### src/rtl/shake_squeeze_dump_if.sv
// -----------------------------------------------------------------------------
// shake_squeeze_dump_if
// Bundles the length request, rate-block input, squeeze request and output word
// stream of the SHAKE squeeze dump controller.
//   slave  : the dump controller side
//   master : the driving side (absorb/permutation logic plus output consumer)
// Signals:
//   len_valid/len_ready/len_in       byte-length request handshake
//   blk_valid/blk_ready/blk_data     rate block from the permutation core
//   squeeze_req                      one-cycle pulse asking for another permutation
//   data_out/valid_out/ready_in      output word stream
//   last_out/keep_out                final-word tag and byte enables
//   busy                             controller is not idle
// -----------------------------------------------------------------------------
interface shake_squeeze_dump_if #(
    parameter int RATE_W = 1344,
    parameter int OUT_W  = 64,
    parameter int LEN_W  = 32
);
    localparam int BPW = OUT_W / 8;

    logic              len_valid;
    logic              len_ready;
    logic [LEN_W-1:0]  len_in;
    logic              blk_valid;
    logic              blk_ready;
    logic [RATE_W-1:0] blk_data;
    logic              squeeze_req;
    logic [OUT_W-1:0]  data_out;
    logic              valid_out;
    logic              ready_in;
    logic              last_out;
    logic [BPW-1:0]    keep_out;
    logic              busy;

    modport slave (
        input  len_valid, len_in, blk_valid, blk_data, ready_in,
        output len_ready, blk_ready, squeeze_req, data_out, valid_out,
               last_out, keep_out, busy
    );

    modport master (
        output len_valid, len_in, blk_valid, blk_data, ready_in,
        input  len_ready, blk_ready, squeeze_req, data_out, valid_out,
               last_out, keep_out, busy
    );
endinterface

### src/rtl/shake_squeeze_dump.sv
// -----------------------------------------------------------------------------
// shake_squeeze_dump
// Output-dump controller for the SHAKE squeeze phase. Takes a byte-length
// request, serialises rate-wide blocks into OUT_W-bit words, pulses squeeze_req
// for every further block needed, and tags the final word with last_out and a
// byte-enable mask.
// Ports:
//   clk    clock
//   rst    asynchronous active-high reset
//   abort  (only with SHAKE_DUMP_ABORT_EN) abandons the current request
//   bus    shake_squeeze_dump_if.slave, see the interface file
// Optional feature macro: SHAKE_DUMP_ABORT_EN
// All outputs are decoded from registered state only.
// -----------------------------------------------------------------------------
module shake_squeeze_dump #(
    parameter int RATE_W = 1344,
    parameter int OUT_W  = 64,
    parameter int LEN_W  = 32
) (
    input  logic clk,
    input  logic rst,
`ifdef SHAKE_DUMP_ABORT_EN
    input  logic abort,
`endif
    shake_squeeze_dump_if.slave bus
);
    localparam int WORDS = RATE_W / OUT_W;
    localparam int BPW   = OUT_W / 8;
    localparam int CNT_W = $clog2(WORDS + 1);

    typedef enum logic [1:0] {
        IDLE     = 2'd0,
        WAIT_BLK = 2'd1,
        DUMP     = 2'd2,
        REQ      = 2'd3
    } state_t;

    state_t             state_r;
    state_t             next_state_s;
    logic [RATE_W-1:0]  shreg_r;
    logic [LEN_W-1:0]   remaining_r;
    logic [CNT_W-1:0]   word_cnt_r;
    logic               last_s;
    logic               hs_s;
    logic               abort_s;
    logic [LEN_W-1:0]   step_s;
    logic [BPW-1:0]     keep_s;

`ifdef SHAKE_DUMP_ABORT_EN
    assign abort_s = abort;
`else
    assign abort_s = 1'b0;
`endif

    assign last_s = (state_r == DUMP) && (remaining_r <= LEN_W'(BPW));
    assign hs_s   = (state_r == DUMP) && bus.ready_in;
    // Bytes consumed by one word; clamping keeps remaining from wrapping.
    assign step_s = (remaining_r <= LEN_W'(BPW)) ? remaining_r : LEN_W'(BPW);

    // Next-state decode; abort outside IDLE overrides everything.
    always_comb begin
        next_state_s = state_r;
        case (state_r)
            IDLE: begin
                if (bus.len_valid && (bus.len_in != '0)) begin
                    next_state_s = WAIT_BLK;
                end else begin
                    next_state_s = IDLE;
                end
            end
            WAIT_BLK: begin
                if (bus.blk_valid) begin
                    next_state_s = DUMP;
                end else begin
                    next_state_s = WAIT_BLK;
                end
            end
            DUMP: begin
                if (hs_s) begin
                    if (last_s) begin
                        next_state_s = IDLE;
                    end else if (word_cnt_r == CNT_W'(1)) begin
                        next_state_s = REQ;
                    end else begin
                        next_state_s = DUMP;
                    end
                end else begin
                    next_state_s = DUMP;
                end
            end
            REQ:     next_state_s = WAIT_BLK;
            default: next_state_s = IDLE;
        endcase
        if (abort_s && (state_r != IDLE)) begin
            next_state_s = IDLE;
        end else begin
            next_state_s = next_state_s;
        end
    end

    // State register.
    always_ff @(posedge clk or posedge rst) begin
        if (rst) begin
            state_r <= IDLE;
        end else begin
            state_r <= next_state_s;
        end
    end

    // Datapath: length load, block capture and per-handshake word shift.
    always_ff @(posedge clk or posedge rst) begin
        if (rst) begin
            shreg_r     <= '0;
            remaining_r <= '0;
            word_cnt_r  <= '0;
        end else if (abort_s && (state_r != IDLE)) begin
            remaining_r <= '0;
        end else begin
            case (state_r)
                IDLE: begin
                    if (bus.len_valid) begin
                        remaining_r <= bus.len_in;
                    end
                end
                WAIT_BLK: begin
                    if (bus.blk_valid) begin
                        shreg_r    <= bus.blk_data;
                        word_cnt_r <= CNT_W'(WORDS);
                    end
                end
                DUMP: begin
                    if (bus.ready_in) begin
                        shreg_r     <= shreg_r >> OUT_W;
                        remaining_r <= remaining_r - step_s;
                        word_cnt_r  <= word_cnt_r - CNT_W'(1);
                    end
                end
                default: begin
                end
            endcase
        end
    end

    // Byte enables: full word except the last, which covers only remaining bytes.
    always_comb begin
        keep_s = '0;
        if (state_r == DUMP) begin
            if (last_s) begin
                for (int i = 0; i < BPW; i++) begin
                    keep_s[i] = (remaining_r > LEN_W'(i));
                end
            end else begin
                keep_s = '1;
            end
        end else begin
            keep_s = '0;
        end
    end

    assign bus.len_ready   = (state_r == IDLE);
    assign bus.blk_ready   = (state_r == WAIT_BLK);
    assign bus.valid_out   = (state_r == DUMP);
    assign bus.squeeze_req = (state_r == REQ);
    assign bus.busy        = (state_r != IDLE);
    assign bus.last_out    = last_s;
    assign bus.keep_out    = keep_s;
    // Masked outside DUMP so stale state contents never appear on the port.
    assign bus.data_out    = (state_r == DUMP) ? shreg_r[OUT_W-1:0] : '0;

endmodule

### src/flat_wrapper.sv
// flat-port wrapper written by rule: the top's interface ports become plain ports
module shake_squeeze_dump_flat 
#(
    parameter int RATE_W = 1344,
    parameter int OUT_W  = 64,
    parameter int LEN_W  = 32
)
  (clk, rst, bus_len_valid, bus_len_in, bus_blk_valid, bus_blk_data, bus_ready_in, bus_len_ready, bus_blk_ready, bus_squeeze_req, bus_data_out, bus_valid_out, bus_last_out, bus_keep_out, bus_busy);
  shake_squeeze_dump_if #(.RATE_W(RATE_W), .OUT_W(OUT_W), .LEN_W(LEN_W)) bus_i ();
  input  logic clk;
  input  logic rst;
  input wire logic [$bits(bus_i.len_valid)-1:0] bus_len_valid;
  input wire logic [$bits(bus_i.len_in)-1:0] bus_len_in;
  input wire logic [$bits(bus_i.blk_valid)-1:0] bus_blk_valid;
  input wire logic [$bits(bus_i.blk_data)-1:0] bus_blk_data;
  input wire logic [$bits(bus_i.ready_in)-1:0] bus_ready_in;
  output wire logic [$bits(bus_i.len_ready)-1:0] bus_len_ready;
  output wire logic [$bits(bus_i.blk_ready)-1:0] bus_blk_ready;
  output wire logic [$bits(bus_i.squeeze_req)-1:0] bus_squeeze_req;
  output wire logic [$bits(bus_i.data_out)-1:0] bus_data_out;
  output wire logic [$bits(bus_i.valid_out)-1:0] bus_valid_out;
  output wire logic [$bits(bus_i.last_out)-1:0] bus_last_out;
  output wire logic [$bits(bus_i.keep_out)-1:0] bus_keep_out;
  output wire logic [$bits(bus_i.busy)-1:0] bus_busy;
  assign bus_i.len_valid = bus_len_valid;
  assign bus_i.len_in = bus_len_in;
  assign bus_i.blk_valid = bus_blk_valid;
  assign bus_i.blk_data = bus_blk_data;
  assign bus_i.ready_in = bus_ready_in;
  assign bus_len_ready = bus_i.len_ready;
  assign bus_blk_ready = bus_i.blk_ready;
  assign bus_squeeze_req = bus_i.squeeze_req;
  assign bus_data_out = bus_i.data_out;
  assign bus_valid_out = bus_i.valid_out;
  assign bus_last_out = bus_i.last_out;
  assign bus_keep_out = bus_i.keep_out;
  assign bus_busy = bus_i.busy;
  shake_squeeze_dump #(.RATE_W(RATE_W), .OUT_W(OUT_W), .LEN_W(LEN_W)) u_core (.clk(clk), .rst(rst), .bus(bus_i));
endmodule
### config.mk
export PLATFORM = sky130hd
export DESIGN_NAME = shake_squeeze_dump_flat
export DESIGN_NICKNAME = d
export VERILOG_FILES = /design/src/rtl/shake_squeeze_dump_if.sv /design/src/rtl/shake_squeeze_dump.sv /design/src/flat_wrapper.sv
export SDC_FILE = /design/constraint.sdc
export NUM_CORES = 2
export LEC_CHECK = 0
export ABC_AREA = 1
export CAP_MARGIN = 10
export CORE_AREA = 3 3 566 568
export CTS_CLUSTER_DIAMETER = 120
export DETAILED_ROUTE_END_ITERATION = 6
export DIE_AREA = 0 0 569 571
export GPL_TIMING_DRIVEN = 0
export PLACE_DENSITY = 0.51
export SETUP_SLACK_MARGIN = 0.15
export SYNTH_ARGS = -nofsm -noshare
export SYNTH_HDL_FRONTEND = slang
export SYNTH_SLANG_ARGS = --single-unit
### constraint.sdc
create_clock -name clk -period 70.9 [get_ports clk]
set_clock_uncertainty 0.15 [all_clocks]
set_input_delay 14.18 -clock clk [delete_from_list [all_inputs] [get_ports clk]]
set_output_delay 14.18 -clock clk [all_outputs]
set_load 0.005 [all_outputs]
Word-level counts from Yosys, hierarchy flattened
Index checks and enable logic that the tools add are counted.

Bits in latches: 0. Memories: 0. Output and inout bits: 78. Memory bits (writable): 0. Bits in registers: 1383. Logic and storage cells: 51. Input port bits: 1381. ROM bits: 0.

Equal/unequal tests: 7. Bitwise gates (word level): 0. Reduce and logical (&&, ||, !) cells: 10. Shift-type cells: 0. Muxes and demuxes: 19. Add/subtract/negate cells: 2. Div/mod/pow operators: 0. Multiply operators: 0. Magnitude comparators: 9.

Operators with widths (count): $mux 1344 (2); $pmux 1344 s2 (1); $gt 32x3->1 const B (4); $mux 32 (3); $gt 32x1->1 const B (2); $gt 32x2->1 const B (2); $mux 64 (1); $pmux 32 s2 (1); $le 32x4->1 const B (1); $reduce_bool 32->1 (1); $sub 32x32->32 (1); $mux 8 (2); $mux 5 (2); $pmux 5 s2 (1); $pmux 2 s4 (1); $mux 2 (3); $ne 2x2->1 const B (3); $reduce_and 3->1 (2); $reduce_bool 2->1 (3); $eq 5x1->1 const B (1); $sub 5x1->5 const B (1); $eq 2x2->1 const B (2); $logic_and 1x1->1 (3); $eq 2x1->1 const B (1); 2 further kinds (3).

Depth between registers and ports, before layout
Depth after elaboration: 5. Depth in mapped cells: 18. Gate-level depth less buffers: 17.

Worst setup path before layout
Ideal clock, no wire load.

Path type: flip-flop to output port. Start point: reg u_core.state_r[0]. End point: out bus_data_out[0]. Stages on the path, launching flop included: 11. Buffers on the path: 6. Arrival: 1.739 ns. Setup slack: 54.831 ns. Cells stage by stage: dfrtp_1 > inv_1 > ha_1 > buf_4 > buf_2 > buf_4 > buf_2 > buf_2 > buf_2 > nand2_1 > inv_1.

Longest elaborated chain between the ends: 2.

Ends and longest elaborated chain: start: declaration (RTL line shake_squeeze_dump.sv:38) `state_t state_r;`; start signal: assignment (RTL line shake_squeeze_dump.sv:106) `state_r <= next_state_s;`; $eq 2x2->1; net bus_valid_out (RTL line flat_wrapper.sv:21) `output wire logic [$bits(bus_i.valid_out)-1:0] bus_valid_out;`; $mux 64 (RTL line shake_squeeze_dump.sv:168) `assign bus.data_out = (state_r == DUMP) ? shreg_r[OUT_W-1:0] : '0;`; end: declaration (RTL line flat_wrapper.sv:20) `output wire logic [$bits(bus_i.data_out)-1:0] bus_data_out;`.

The timed path passes the listed nets, and every way through them passes these cells.

Worst setup path after layout
Start point: reg u_core.state_r[0]. End point: out bus_data_out[37].

Longest elaborated chain between the ends: 2.

Ends and longest elaborated chain (RTL line): $eq 2x2->1 (shake_squeeze_dump.sv:168); $mux 64 (shake_squeeze_dump.sv:168).

No other way between the ends.

==> out/qor.csv <==
stage;metric;value;unit
run_status;status;finished with violations;
run_status;violations;design-rule violations;
flow_run;max_cap_violations;0;
synth;synth.avg_cell_area;8.32;µm²
worst_setup_path;crit_path_start_kind;register;
timing;hold_viol_final;0;
final_layout;layoutNonFillerInstCount;14000;
routing;routedWlPerCell;28.0;µm
worst_setup_path;cp_data_required_time;56.57;ns
routing;first_pass_iters;7;
clock_network;cts_root_buf;clkbuf_16;
global_routing;antenna_found_initial;191;
placement;place_area;86500;µm²
clock_network;cts_tree;built;
die;initial_core_util;21.0;%
final_layout;area_delta_synth_final;39.5;%
placement;dp.cells;13600;
worst_setup_path;worst_setup_path_end_kind;output pin;
placement;dp_hpwl;326000;µm
timing;period_share;27.3;%
timing;slew_violations;0;
placement;finalWeightedCongestion;0.963;
final_layout;multi_input_area;24100;µm²
die;dieArea;325000;µm²
worst_hold_path;min_path_type;register to register;
worst_setup_path;reg2reg_from;u_core.state_r[0]$_DFF_PP0_;
synth;ys_dominant_reg_cell;dfrtp_1;
power_and_ir_drop;internal-power;2.38;mW
timing;slew_headroom;23.3;%
routing;routed_wl;392000;µm
die;rows;206;
power_and_ir_drop;powerDensity;49.0;nW/µm²
synth;syn_area;66200;µm²
power_and_ir_drop;vdd_drop_max;30.4;µV
timing;grt_setup_unrepaired;no;
worst_setup_path;path_class;register to output pin;
synth;synth-edff-count;0;
clock_network;clk_latency;0.81;ns
global_routing;grt_pass1_vias;64400;
synth;seq_area_frac_synth;52.2;%
power_and_ir_drop;p_comb_share;50.3;%
placement;io_buffers;1458;
global_routing;grt_use_met3;6.18;%
final_layout;fillCellCount;34000;
global_routing;grt_pass1_wl;526000;µm
clock_network;cts_buffers;173;
clock_network;postCtsSetupBuffers;0;
power_and_ir_drop;power_switching;2.14;mW
final_layout;fin_area;92400;µm²
timing;hold_slack;0.332;ns
final_layout;nets;11000;
die;core_area;315000;µm²
timing;setup_viol;0;
die;die_x;569;µm
clock_network;cts.sinks;1383;
power_and_ir_drop;seqPwrFrac;29.7;%
die;fp.dieH;571;µm
routing;drc;1;
clock_network;clk_pin_slew;0.06;ns
power_and_ir_drop;p_sw_share;47.3;%
global_routing;top_usage_layer;met2;
timing;post-route-min-period;19.32;ns
synth;ys_warn_count;0;
routing;viasPerCell;4.65;
clock_network;clock_path_buffers;4;
routing;dr_total_vias;65100;
worst_setup_path;crit_fanout;10;
global_routing;grt_max_degree;119;
clock_network;cts_resized;0;
worst_setup_path;crit_start;u_core.state_r[0]$_DFF_PP0_;
synth;synthCells;7959;
synth;synthArstFlopShare;100;%
routing;drt_iter0_drc;6252;
power_and_ir_drop;p_leak;38.9;nW
timing;timing.fmax;51.8;MHz
global_routing;track_usage;23.2;%
die;ios;1459;
synth;synth-seq-cells;1383;
clock_network;ctsHoldBuffers;0;
worst_hold_path;hold_start;u_core.shreg_r[166]$_DFFE_PP0P_;
global_routing;use_met1;28.3;%
timing;tightestPinTransition;1.15;ns
final_layout;layout-drive-gt1-share;6.41;%
worst_setup_path;cp.arrival;4.99;ns
clock_network;htree_levels;4;
synth;syn-num-nets;9347;
routing;ant_nets;0;
final_layout;ff_latch_area;34600;µm²
global_routing;grt_overflow;0;
synth;synth.distinct_cells;41;
power_and_ir_drop;power_frac_clock;20.0;%
global_routing;met2_usage;37.3;%
-- worst paths after layout --
path | to | slack, ns | depth (start not counted)
hold / removal | u_core.shreg_r[166]$_DFFE_PP0P_ | 0.33 | 2
setup reg to reg | u_core.shreg_r[364]$_DFFE_PP0P_ | 66.70 | 9
setup / recovery | bus_data_out[37] | 51.58 | 11
min in group asynchronous | u_core.shreg_r[19]$_DFFE_PP0P_ | 13.71 | 2
max in group asynchronous | u_core.shreg_r[710]$_DFFE_PP0P_ | 54.03 | 7
hold reg to reg | u_core.shreg_r[166]$_DFFE_PP0P_ | 0.33 | 2
-- metal layers --
metal | share of wire, % | up-vias
met5 | 0.20 | -
met4 | 5.5 | 120
met3 | 8.2 | 745
met2 | 46 | 2873
met1 | 40 | 31700
li1 | - | 29600
-- cells in the mapped netlist, types with 2 or more instances --
| cell | count | area, µm² |
|---|---|---|
| a21oi_1 | 13 | 65.1 |
| buf_1 | 35 | 131 |
| buf_2 | 276 | 1380 |
| buf_4 | 16 | 120 |
| clkbuf_1 | 276 | 1040 |
| dfrtp_1 | 1383 | 34600 |
| ha_1 | 7 | 87.6 |
| inv_1 | 1275 | 4790 |
| inv_2 | 13 | 48.8 |
| nand2_1 | 1641 | 6160 |
| nand2_2 | 5 | 31.3 |
| nand2_4 | 11 | 124 |
| nand3_1 | 37 | 185 |
| nand4_1 | 20 | 125 |
| nor2_1 | 363 | 1360 |
| nor2_2 | 3 | 18.8 |
| nor2_4 | 5 | 56.3 |
| nor2_8 | 2 | 40.0 |
| nor3_1 | 8 | 40.0 |
| nor4_1 | 11 | 68.8 |
| o211ai_1 | 1023 | 7680 |
| o21ai_0 | 1348 | 6750 |
| o21ai_1 | 27 | 135 |
| o21ai_2 | 2 | 17.5 |
| o22ai_1 | 12 | 75.1 |
| o31ai_1 | 130 | 976 |
| xnor2_1 | 2 | 17.5 |
| xor2_1 | 2 | 17.5 |
-- stage by stage --
step	total power, mW	worst slack (ns)	TNS, ns	utilization, %
after floorplan	2.64	17.57	0	-
after global placement	3.60	-3.00	-3498.60	27.3
after detailed placement	3.61	52.23	0	27.4
after CTS	4.53	51.31	0	29.2
after global routing	4.83	51.36	0	29.3
final	4.53	51.58	0	29.3
-- logic make-up (layout without fill, tap and decap cells) --
group / after synthesis / count (layout) / share of synthesized area [%]
adder cells (fa/ha/maj): 7 / 7 / 0.132
flip-flops: 1383 / 1383 / 52.2
AND/OR/NAND/NOR: 2109 / 2109 / 12.4
other: 1 / 96 / 0.00566
XOR/XNOR: 4 / 4 / 0.0529
AO/OA/AOI/OAI: 2561 / 2561 / 23.8
buffers and inverters: 1894 / 3677 / 11.4
-- worst max-delay path: stages, from the launching register on --
cell and delay, ns:
dfrtp_1 0.39, inv_1 0.09, ha_1 0.18, buf_4 0.32, buf_2 0.45, buf_4 0.42
buf_2 0.40, buf_2 0.49, buf_2 0.36, nand2_1 0.09, inv_1 0.06, clkdlybuf4s50_1 0.84
-- state kept, by name, summed over array words and instances, names as in the netlist --
name	flops
u_core.remaining_r	32
u_core.shreg_r	1344
u_core.state_r	2
u_core.word_cnt_r	5
-- placed cells by master (no fill, tap or decap), types with 2 or more instances in the layout --
cell and n:
buf_16 15, inv_1 1274, a21oi_1 13, o21ai_2 2
inv_2 13, nand2_1 1641, o31ai_1 130, o22ai_1 12
buf_2 276, clkinvlp_4 9, dfrtp_1 1383, clkbuf_16 177
clkdlybuf4s50_1 1458, diode_2 95, bufinv_16 6, inv_6 4
clkbuf_1 316, buf_4 16, o211ai_1 1023, nand2_4 11
buf_1 35, nand2_2 5, o21ai_0 1348, nand4_1 20
nor2_4 5, xor2_1 2, clkinv_16 3, nor2_8 2
nor3_1 8, nand3_1 37, o21ai_1 27, xnor2_1 2
nor4_1 11, ha_1 7, nor2_2 3, clkbuf_8 44
nor2_1 363, clkinv_2 24
-- power by group through the flow --
stage                     clock [mW]  combinational (mW)  sequential, mW
after floorplan                    0                1.30            1.34
after global placement             0                2.23            1.38
after detailed placement           0                2.26            1.35
after CTS                      0.921                2.27            1.34
after global routing           0.949                2.50            1.38
final                          0.907                2.28            1.34
-- layout make-up --
type | count | area share (%)
well taps | 4160 | 5.63
clock buffers | 261 | 5.61
plain buffers | 605 | 2.91
repair buffers | 1474 | 16.3
diodes | 95 | 0.257
inverters | 1289 | 5.25
flip-flops and latches | 1383 | 37.4
clock inverters | 48 | 0.560
multi-input cells | 4682 | 26.1
Power figures use the tool's default switching activity.
==> patch (config.mk and constraints unchanged) <==
`LEN_W` is set to 32 in 3 places; all go to 128.
--- a/src/rtl/shake_squeeze_dump_if.sv
+++ b/src/rtl/shake_squeeze_dump_if.sv
@@ -15,7 +15,7 @@
 interface shake_squeeze_dump_if #(
     parameter int RATE_W = 1344,
     parameter int OUT_W  = 64,
-    parameter int LEN_W  = 32
+    parameter int LEN_W  = 128
 );
     localparam int BPW = OUT_W / 8;
 
--- a/src/rtl/shake_squeeze_dump.sv
+++ b/src/rtl/shake_squeeze_dump.sv
@@ -15,7 +15,7 @@
 module shake_squeeze_dump #(
     parameter int RATE_W = 1344,
     parameter int OUT_W  = 64,
-    parameter int LEN_W  = 32
+    parameter int LEN_W  = 128
 ) (
     input  logic clk,
     input  logic rst,
--- a/src/flat_wrapper.sv
+++ b/src/flat_wrapper.sv
@@ -3,7 +3,7 @@
 #(
     parameter int RATE_W = 1344,
     parameter int OUT_W  = 64,
-    parameter int LEN_W  = 32
+    parameter int LEN_W  = 128
 )
   (clk, rst, bus_len_valid, bus_len_in, bus_blk_valid, bus_blk_data, bus_ready_in, bus_len_ready, bus_blk_ready, bus_squeeze_req, bus_data_out, bus_valid_out, bus_last_out, bus_keep_out, bus_busy);
   shake_squeeze_dump_if #(.RATE_W(RATE_W), .OUT_W(OUT_W), .LEN_W(LEN_W)) bus_i ();
Ports: changed (resized bus_len_in); port bits go from 1459 to 1555. The function was not compared with the original's and may differ.
==> patch against the unedited design <==
- critical path depth up 1
- sequential cell count up 96
- sequential power up 9.7%
- power up 13%
- setup slack worse by 1.2 ns
- final area up 12%
- routed wire length up 29%
- synthesized area up 13%
- synthesized cell count up 21%
- fmax down 6.0%
- largest cell class unchanged
==> patch: results (changes against the unedited design) <==
By area the synthesized netlist is led by sky130_fd_sc_hd__dfrtp_1, sky130_fd_sc_hd__o211ai_1, sky130_fd_sc_hd__o21ai_0. The number of global-route vias before repair was 76700 (+19%); the wire length on met3 was 36300 um (+13%). The number of antenna violations at the first check in global routing was 284 (+49%); the layout cell share with drive strength beyond 1 was 4.40% (-2.0 points).

The internal power summed over all cells was 2610 uW (+9.6%). The unique cell type count in the Yosys netlist was 40 (-2.4%). The logs give 6.26% (+0.079 points) for the met3 layer usage reported by global route and 34000 (+0.13%) for the number of filler cells placed in the layout.

For the number of nets produced by synthesis, the log shows 11100 (+19%). The routed metal-1 wirelength was 200000 um (+28%). The tools report the placer congestion estimate as 1.04 (+7.6%). The pre-CTS worst setup slack is 51.47 ns (-0.760 ns).

The run gives 0 (unchanged) as the count of instances resized after the clock tree is built. The leakage power total came out at 0.0426 uW (+9.7%). The net count reported at finish was 12900 (+17%). The met2 wirelength from detailed routing was 235000 um (+30%); the transition at the pin with the smallest max-transition slack was 1.28 ns (+0.131 ns). The tools report the capturing point of the worst reg2reg path as u_core.shreg_r[1021]. The post-synthesis area per instance is 7.81 um^2 (-6.2%), and the wire length of the first global-routing pass is 667000 um (+27%).

The number of buffers inserted to repair setup after CTS is 0 (unchanged). For the sequential-to-total area share from yosys stat, the log shows 49.4% (-2.9 points). The logs give 15300 (+13%) for the cell total after placement and 30.0% (+6.9 points) for the total routing resource utilization after global routing.

The worst IR drop on VDD is 0.0229 mV (-25%). Final non-filler cell total: 15800 (+13%). The run gives 0.332 ns (+0.000364 ns) as the worst hold slack. The global-route met1 utilization was 36.7% (+8.4 points).

In the final layout, the registers with the most flip-flops are u_core.shreg_r x1344, u_core.remaining_r x128, u_core.word_cnt_r x5. Average wire length per cell after detail routing: 31.9 um (+14%). Ratio of routed vias to standard cells: 4.90 (+5.4%).

The run gives 192 (+11%) as the clock buffer count from CTS. The number of cell instances on the worst register-to-register path was 12 (+3). The tools report the number of iterations in the first detailed-routing pass as 6 (-1).

The run gives 6.22 ns (+1.23 ns) as the data arrival time of the critical path. The run finished with clean final reports. For hold timing, the worst endpoint is u_core.shreg_r[771].

The count of input and output buffers is 1554 (+6.6%). The tools report the clock latency reported for the late side of the worst-skew pair as 0.90 ns (+0.09 ns). The commonest cells after synthesis are sky130_fd_sc_hd__nand2_1, sky130_fd_sc_hd__inv_1, sky130_fd_sc_hd__o21ai_0.

The total placed instance area is 0.0965 mm^2 (+12%), and the pin count of the biggest net entering global routing is 120 (+0.84%).
[patch: cell types whose count changed in the layout (fill, tap and decap cells not counted), sizes merged, moves of 43 or more]
| cell | unedited run | this run |
|---|---|---|
| clkbuf | 538 | 838 |
| nand3 | 37 | 139 |
| buf | 344 | 115 |
| inv | 1293 | 1632 |
| nand2 | 1657 | 1949 |
| o21ai | 1377 | 1528 |
| nor2 | 373 | 830 |
| diode | 95 | 138 |
| dfrtp | 1383 | 1479 |
| clkdlybuf4s50 | 1458 | 1554 |
[patch: cell type report]
cell class,instances,area [um^2],share of cell area (%)
Tap cell,4160,5200,5.03
Inverter,1625,6110,5.91
Antenna cell,138,345,0.334
Clock inverter,77,1010,0.979
Buffer,647,2540,2.45
Sequential cell,1479,37000,35.8
Clock buffer,272,5550,5.37
Multi-Input combinational cell,5844,29300,28.4
Timing Repair Buffer,1588,16300,15.8
[patch: cells by family after synthesis]
| group | Yosys count | share of synthesized area, % |
|---|---|---|
| adders and majority gates | 7 | 0.117 |
| xor gates and xnor gates | 14 | 0.164 |
| other | 1 | 0.00500 |
| buffers and inverters | 2272 | 11.5 |
| AOI/OAI and AO/OA | 2790 | 22.7 |
| and+or+nand+nor | 3032 | 16.2 |
| DFF | 1479 | 49.4 |
[patch: power by group through the flow]
stage	clock network, uW	registers, uW	logic (uW)
after floorplan	0	1440	1420
after global placement	0	1510	2570
after detailed placement	0	1480	2600
after CTS	1060	1460	2620
after global routing	1090	1510	2860
final	1050	1470	2610
[patch: worst max-delay path by stage]
stage,start,to,slack (ns),cells after the start
2_1_floorplan,rst,u_core.remaining_r[0],14.85,1
3_3_place_gp,rst,u_core.shreg_r[11],-7.89,2
3_5_place_dp,u_core.state_r[0],bus_data_out[62],51.47,12
4_1_cts,u_core.state_r[0],bus_data_out[62],50.48,12
5_1_grt,u_core.state_r[0],bus_data_out[60],50.37,12
6_report,u_core.state_r[0],bus_data_out[60],50.35,12
[patch: worst max-delay path: stages (launching register included)]
cell	delay (ns)
sky130_fd_sc_hd__dfrtp_1	0.41
sky130_fd_sc_hd__inv_1	0.10
sky130_fd_sc_hd__ha_1	0.21
sky130_fd_sc_hd__clkbuf_2	0.64
sky130_fd_sc_hd__clkbuf_1	0.57
sky130_fd_sc_hd__buf_16	0.22
sky130_fd_sc_hd__clkbuf_1	0.57
sky130_fd_sc_hd__buf_8	0.23
sky130_fd_sc_hd__clkbuf_2	0.48
sky130_fd_sc_hd__buf_1	0.64
sky130_fd_sc_hd__nand2_1	0.57
sky130_fd_sc_hd__inv_1	0.16
sky130_fd_sc_hd__clkdlybuf4s50_1	0.53
